### src/rtl/mem_level_pkg.sv
// Shared definitions for the memory-access stage:
// instruction codes, the IC classifier, FSM states.
package mem_level_pkg;

  localparam int WIDTH_INSTR = 6;
  localparam int WIDTH_T     = 2;

  typedef enum logic [WIDTH_INSTR-1:0] {
    I_NOP,
    I_ADDU,
    I_LB,
    I_LBU,
    I_LH,
    I_LHU,
    I_LW,
    I_SB,
    I_SH,
    I_SW
  } instr_e;

  typedef enum logic [1:0] {
    FUNC_NONE,
    MEM_READ,
    MEM_WRITE
  } func_e;

  typedef enum logic {
    IDLE,
    WAIT
  } mem_state_e;

  function automatic func_e ic_func(
    input logic [WIDTH_INSTR-1:0] ic
  );
    func_e f;
    f = FUNC_NONE;
    unique case (1'b1)
      ic == I_LB,
      ic == I_LBU,
      ic == I_LH,
      ic == I_LHU,
      ic == I_LW: f = MEM_READ;
      ic == I_SB,
      ic == I_SH,
      ic == I_SW: f = MEM_WRITE;
      default: f = FUNC_NONE;
    endcase
    return f;
  endfunction

  function automatic logic is_half(
    input logic [WIDTH_INSTR-1:0] ic
  );
    return ic == I_LH || ic == I_LHU ||
           ic == I_SH;
  endfunction

  function automatic logic is_word(
    input logic [WIDTH_INSTR-1:0] ic
  );
    return ic == I_LW || ic == I_SW;
  endfunction

endpackage

### src/rtl/mem_lane.sv
// Byte-lane steering for stores and lane select plus extension for loads.
// Ports: a (addr[1:0]), op, st_data, rdata -> be, wdata, ldata.
module mem_lane
  import mem_level_pkg::*;
(
  input  logic [1:0]             a,
  input  logic [WIDTH_INSTR-1:0] op,
  input  logic [31:0]            st_data,
  input  logic [31:0]            rdata,
  output logic [3:0]             be,
  output logic [31:0]            wdata,
  output logic [31:0]            ldata
);

  logic [7:0]  rb;
  logic [15:0] rh;

  assign rb = rdata[{a, 3'b000} +: 8];
  // a[0] is dropped: halfword accesses are forced aligned.
  assign rh = a[1] ? rdata[31:16] : rdata[15:0];

  always_comb begin
    be    = 4'b1111;
    wdata = st_data;
    ldata = rdata;
    unique case (1'b1)
      op == I_SB: begin
        be    = 4'b0001 << a;
        wdata = {4{st_data[7:0]}};
      end
      op == I_SH: begin
        be    = a[1] ? 4'b1100 : 4'b0011;
        wdata = {2{st_data[15:0]}};
      end
      op == I_LB:  ldata = {{24{rb[7]}}, rb};
      op == I_LBU: ldata = {24'd0, rb};
      op == I_LH:  ldata = {{16{rh[15]}}, rh};
      op == I_LHU: ldata = {16'd0, rh};
      default: ;
    endcase
  end

endmodule

### src/rtl/mem_level.sv
// MEM stage: data-memory req/ready port, store forwarding, WB registers.
// Ports: MEM-side regs in, dm_* port, MEMBusy stall, WB regs out.
// Optional MEM_ALIGN_CHECK_EN adds exc_AdEL / exc_AdES.
module mem_level
  import mem_level_pkg::*;
#(
  parameter int DM_WAIT_MAX = 15
) (
  input  logic                   clk,
  input  logic                   reset,
  input  logic [WIDTH_INSTR-1:0] instr_MEM,
  input  logic [31:0]            PC_MEM,
  input  logic [31:0]            aluOut_MEM,
  input  logic [31:0]            memWriteData_MEM,
  input  logic [4:0]             addrRt_MEM,
  input  logic [4:0]             regWriteAddr_MEM,
  input  logic [31:0]            regWriteData_MEM,
  input  logic [WIDTH_T-1:0]     Tnew_MEM,
  input  logic [4:0]             regaddr_WB,
  input  logic [31:0]            regdata_WB,
  output logic                   dm_req,
  output logic                   dm_we,
  output logic [31:0]            dm_addr,
  output logic [3:0]             dm_be,
  output logic [31:0]            dm_wdata,
  input  logic                   dm_ready,
  input  logic [31:0]            dm_rdata,
  output logic                   MEMBusy,
  output logic [4:0]             regaddr_MEM,
  output logic [31:0]            regdata_MEM,
  output logic [WIDTH_INSTR-1:0] instr_WB,
  output logic [31:0]            PC_WB,
  output logic [4:0]             regWriteAddr_WB,
  output logic [31:0]            regWriteData_WB,
  output logic [WIDTH_T-1:0]     Tnew_WB,
  output logic [$clog2(DM_WAIT_MAX+1)-1:0] dm_wait_cycles
`ifdef MEM_ALIGN_CHECK_EN
  ,
  output logic                   exc_AdEL,
  output logic                   exc_AdES
`endif
);

  localparam int CW = $clog2(DM_WAIT_MAX + 1);
  localparam logic [CW-1:0] WMAX = CW'(DM_WAIT_MAX);

  function automatic logic [CW-1:0] sat_inc(
    input logic [CW-1:0] v
  );
    return (v >= WMAX) ? WMAX : v + 1'b1;
  endfunction

  func_e       fn;
  logic        is_ld;
  logic        is_st;
  logic        mis;
  logic [1:0]  a;
  logic [31:0] st_data;
  logic [31:0] ldata;

  mem_state_e state_q;
  mem_state_e state_d;
  logic [CW-1:0] cnt_q;

  assign fn    = ic_func(instr_MEM);
  assign is_ld = fn == MEM_READ;
  assign is_st = fn == MEM_WRITE;
  assign a     = aluOut_MEM[1:0];

`ifdef MEM_ALIGN_CHECK_EN
  assign mis = (is_half(instr_MEM) && a[0]) ||
               (is_word(instr_MEM) && a != 2'b00);
`else
  assign mis = 1'b0;
`endif

  // Reset gates the request combinationally so an
  // abandoned access drops in the reset cycle itself.
  assign dm_req  = reset && (is_ld || is_st) && !mis;
  assign dm_we   = dm_req && is_st;
  assign dm_addr = {aluOut_MEM[31:2], 2'b00};
  assign MEMBusy = dm_req && !dm_ready;

  assign st_data =
    (regaddr_WB == addrRt_MEM && regaddr_WB != 5'd0)
      ? regdata_WB : memWriteData_MEM;

  mem_lane u_lane (
    .a       (a),
    .op      (instr_MEM),
    .st_data (st_data),
    .rdata   (dm_rdata),
    .be      (dm_be),
    .wdata   (dm_wdata),
    .ldata   (ldata)
  );

  assign regaddr_MEM = is_ld ? 5'd0 : regWriteAddr_MEM;
  assign regdata_MEM = regWriteData_MEM;

  always_comb begin
    state_d = state_q;
    unique case (state_q)
      IDLE: if (dm_req && !dm_ready) state_d = WAIT;
      WAIT: if (dm_ready)            state_d = IDLE;
      default: state_d = IDLE;
    endcase
  end

  // cnt_q counts WAIT cycles before the current one, so the
  // completing cycle adds one to give the total stall count.
  always_ff @(posedge clk) begin
    if (!reset) begin
      state_q        <= IDLE;
      cnt_q          <= '0;
      dm_wait_cycles <= '0;
    end else begin
      state_q <= state_d;
      if (state_q == IDLE && state_d == WAIT)
        cnt_q <= '0;
      else if (state_q == WAIT)
        cnt_q <= sat_inc(cnt_q);
      if (dm_req && dm_ready)
        dm_wait_cycles <=
          (state_q == WAIT) ? sat_inc(cnt_q) : '0;
    end
  end

  always_ff @(posedge clk) begin
    if (!reset || MEMBusy) begin
      instr_WB        <= '0;
      PC_WB           <= '0;
      regWriteAddr_WB <= '0;
      regWriteData_WB <= '0;
      Tnew_WB         <= '0;
    end else begin
      instr_WB        <= instr_MEM;
      PC_WB           <= PC_MEM;
      regWriteAddr_WB <= mis ? 5'd0 : regWriteAddr_MEM;
      regWriteData_WB <= is_ld && !mis
                           ? ldata : regWriteData_MEM;
      Tnew_WB         <= (Tnew_MEM == '0)
                           ? '0 : Tnew_MEM - 1'b1;
    end
  end

`ifdef MEM_ALIGN_CHECK_EN
  always_ff @(posedge clk) begin
    if (!reset || MEMBusy) begin
      exc_AdEL <= 1'b0;
      exc_AdES <= 1'b0;
    end else begin
      exc_AdEL <= mis && is_ld;
      exc_AdES <= mis && is_st;
    end
  end
`endif

endmodule

### config.mk
export PLATFORM = sky130hd
export DESIGN_NAME = mem_level
export DESIGN_NICKNAME = d
export VERILOG_FILES = /design/src/rtl/mem_level_pkg.sv /design/src/rtl/mem_lane.sv /design/src/rtl/mem_level.sv
export SDC_FILE = /design/constraint.sdc
export NUM_CORES = 1
export LEC_CHECK = 0
export ABC_AREA = 1
export CORE_AREA = 2 2 156 158
export DETAILED_ROUTE_END_ITERATION = 10
export DIE_AREA = 0 0 158 160
export PLACE_DENSITY = 0.62
export SLEW_MARGIN = 20
export SYNTH_ARGS = -nofsm -noshare
export SYNTH_HDL_FRONTEND = slang
export SYNTH_SLANG_ARGS = --single-unit
### constraint.sdc
create_clock -name clk -period 2 [get_ports clk]
set_clock_uncertainty 0.1 [all_clocks]
set_input_delay 0.3 -clock clk [delete_from_list [all_inputs] [get_ports clk]]
set_output_delay 0.3 -clock clk [all_outputs]
set_load 0.05 [all_outputs]
==> results of run 1 <==
-- layout make-up --
class | count | area share, %
multi-input cells | 480 | 26.5
inverters | 167 | 5.81
repair buffers | 417 | 45.7
well taps | 324 | 3.65
clock inverters | 7 | 0.676
clock buffers | 9 | 2.03
diodes | 4 | 0.0901
flip-flops and latches | 86 | 15.5
-- sequential cells by signal, summed over array words and instances (netlist names) --
register         flops
PC_WB               32
Tnew_WB              2
cnt_q                4
dm_wait_cycles       4
instr_WB             6
regWriteAddr_WB      5
regWriteData_WB     32
state_q              1
-- cell families (layout without fill, tap and decap cells) --
family	after synthesis	count (layout)
AOI/OAI and AO/OA	100	100
xor gates and xnor gates	1	1
adders and majority gates	4	4
buffers and inverters	266	600
DFF	86	86
other	1	6
and+or+nand+nor	373	373
-- layer usage --
| metal | wire, µm | vias up | global-route usage [%] |
|---|---|---|---|
| met5 | 13 | - | 0 |
| met4 | 858 | 2 | 7.70 |
| met3 | 1980 | 59 | 4.53 |
| met2 | 14100 | 290 | 38.1 |
| met1 | 8950 | 2953 | 19.9 |
| li1 | - | 3180 | - |
-- cell usage after synthesis (all sizes together) --
library cell and number:
nand4 26, nor2 114, inv 165, clkinv 2
nor3 2, and2 8, clkbuf 10, or2 1
a211oi 1, a31oi 1, xor2 1, ha 4
o211ai 10, dfxtp 86, nand2 131, nand3 91
conb 1, a21oi 13, buf 89, o21ai 75
-- metrics by stage --
step                std cells  hold WS, ns  total power [mW]  TNS, ns
finish                   1494       0.0646              6.08   -0.413
detailed placement       1456        0.376              4.24   -68.70
CTS                      1488       0.0787              6.08   -0.300
floorplan                 832        0.273              3.22   -11.00
global route             1493       0.0604              6.34    -2.31
global placement         1456        0.369              4.23   -63.84
-- power by group through the flow --
stage          registers (mW)  clock network (mW)  logic, mW
3_5_place_dp             1.88                   0       2.37
6_report                 1.84                1.72       2.53
3_3_place_gp             1.88                   0       2.36
4_1_cts                  1.84                1.77       2.47
5_1_grt                  1.85                1.83       2.66
2_1_floorplan            2.22                   0      0.994
-- critical path, delay by kind of cell --
kind	cells	cell delay, ns
and+or+nand+nor	5	0.56
AOI/OAI and AO/OA	1	0.18
buffers and inverters	5	0.61
-- timing repair --
item / CTS / global route
pin swaps: 47 / 45
setup buffers: 11 / 4
cloned: 6 / 1
setup endpoints to repair: 129 / 40
gates resized for setup: 157 / 79
-- worst max path at each step --
stage | endpoint | cells after the start
after global routing | dm_wdata[17] | 12
after detailed placement | regWriteData_WB[7] | 12
after global placement | regWriteData_WB[7] | 12
final | dm_wdata[16] | 11
after CTS | dm_wdata[17] | 12
after floorplan | regWriteData_WB[30] | 12
==> run_results.csv, run 1 <==
group,metric,value,unit
synth,synth_xor_area_share,0.163,%
power_and_ir_drop,p_switching,2.24,mW
synth,synth_top_area_share,32.0,%
floorplan,dieHeight,160,µm
clock_network,h-tree-depth,3,
critical_path,crit_fanout,8,
layout,multi_input_area,2950,µm²
layout,seqCellArea,1720,µm²
floorplan,start_util,22.6,%
synth,synth-seq-area-share,32.0,%
synth,synth-compound-area-share,10.3,%
grt,grt_usage,19.7,%
grt,grt_max_degree,25,
synth,synth_cell_types,35,
floorplan,dieArea,25300,µm²
clock_network,cts_hold_buf,0,
clock_network,cts-root-buf,"clkbuf_16",
clock_network,clock_path_buffers,2,
power_and_ir_drop,power_leakage,5.12,nW
critical_path,critPathArrivalTime,1.66,ns
layout,nNetsFinal,1383,
critical_path,cpMostUsedCell,"nand2_2",
layout,area_delta_synth_final,106,%
layout,final_cell_mix,"248 x clkdlybuf4s50_1, 147 x inv_1, 100 x nand2_1",
clock_network,cts.sink_count,86,
floorplan,die_x,158,µm
synth,synth_top_family_by_area,"simple AND/OR/NAND/NOR gates",
grt,grt_overflow,0,
clock_network,path_clk_slew,0.08,ns
sta,finalSetupViolCount,16,
floorplan,core,23800,µm²
routing,drc,0,
clock_network,cts_tree,"done",
routing,vias_per_cell,4.34,
sta,max_slew_margin,62.8,%
place,gp_congestion,0.874,
layout,fin_util,46.6,%
clock_network,insertion_delay,0.34,ns
critical_path,required,1.60,ns
min_path,hold_depth,3,
routing,first_pass_iters,5,
floorplan,ios,407,
floorplan,num_rows,57,
synth,synth_top_area_cell,"dfxtp_1",
synth,synthCells,831,
power_and_ir_drop,p_per_area,548,nW/µm²
sta,worstMarginPinSlew,0.556,ns
synth,synthTopCellsByArea,"dfxtp_1 32%, inv_1 11%, buf_4 9.1%",
layout,final_common_cell,"clkdlybuf4s50_1",
critical_path,slowest_stage,"buf_6",
grt,antenna_found_initial,4,
routing,routed_wl,25.9,mm
power_and_ir_drop,ir_drop,0.353,mV
synth,syn_area,5380,µm²
place,pre_cts_slack,-0.702,ns
outcome,violations,"setup timing",
critical_path,critPathCaptureType,"primary output",
synth,synth.avg_cell_area,6.48,µm²
critical_path,r2r_start,"cnt_q[0]",
power_and_ir_drop,clkPwrFrac,28.2,%
routing,drt_first_iter_violations,298,
routing,via_count,6484,
routing,antenna_left,0,
layout,drive_gt1_share,29.2,%
min_path,hold_end,"instr_WB[4]",
synth,synth_fa_ha_area_share,0.930,%
critical_path,slowest_delay,0.18,ns
grt,grt_pass1_wl,37.6,mm
power_and_ir_drop,combPwrFrac,41.6,%
job,maxCapViolations,0,
power_and_ir_drop,p_int,3.84,mW
synth,ys_warn_count,0,
place,placed_area,9890,µm²
synth,yosys.area_share.simple,32.3,%
min_path,min-delay-start,"instr_MEM[4]",
sta,maxSlewViolCount,0,
sta,clock.fmax,486,MHz
critical_path,path_class,"primary input to primary output",
layout,fillers,2344,
critical_path,reg2reg_depth,7,
outcome,status,"finished, violations left",
place,hpwl,20.0,mm
grt,first_global_vias,6566,
critical_path,startpoint_type,"primary input",
power_and_ir_drop,seqPwrFrac,30.2,%
sta,setup_ws,-0.0581,ns
synth,synth_seq_cells,86,
min_path,worstHoldPathType,"primary input to flip-flop",
critical_path,regToRegEndpoint,"dm_wait_cycles[0]",
critical_path,cp_cell_sequence,"buf_8, inv_2, nand2_2, nand2_2, nor2_4, nand3_4, buf_6, buf_16, o211ai_1, nand2_1, buf_12",
layout,fin_area,11100,µm²
place,port_buffers,344,
clock_network,cts_buffers,9,
routing,wl_per_cell,17.3,µm
synth,synth.area.mux_share,0,%
sta,finalCritPeriodShare,103,%
sta,hold_viol_final,0,
critical_path,startpoint,"regaddr_WB[3]",
sta,rsz0062_at_grt,"yes",
power_and_ir_drop,sw_frac_of_total,36.8,%
sta,finalCriticalPeriod,2.06,ns
critical_path,r2r_setup_slack,0.55,ns
No activity file was read; power rests on OpenSTA's default activity.
==> inputs of run 2 (changes only) <==
- SLEW_MARGIN: 20 -> default
==> results of run 2 <==
Same layout as run 1: the final DEF is identical, and so are final timing and power.
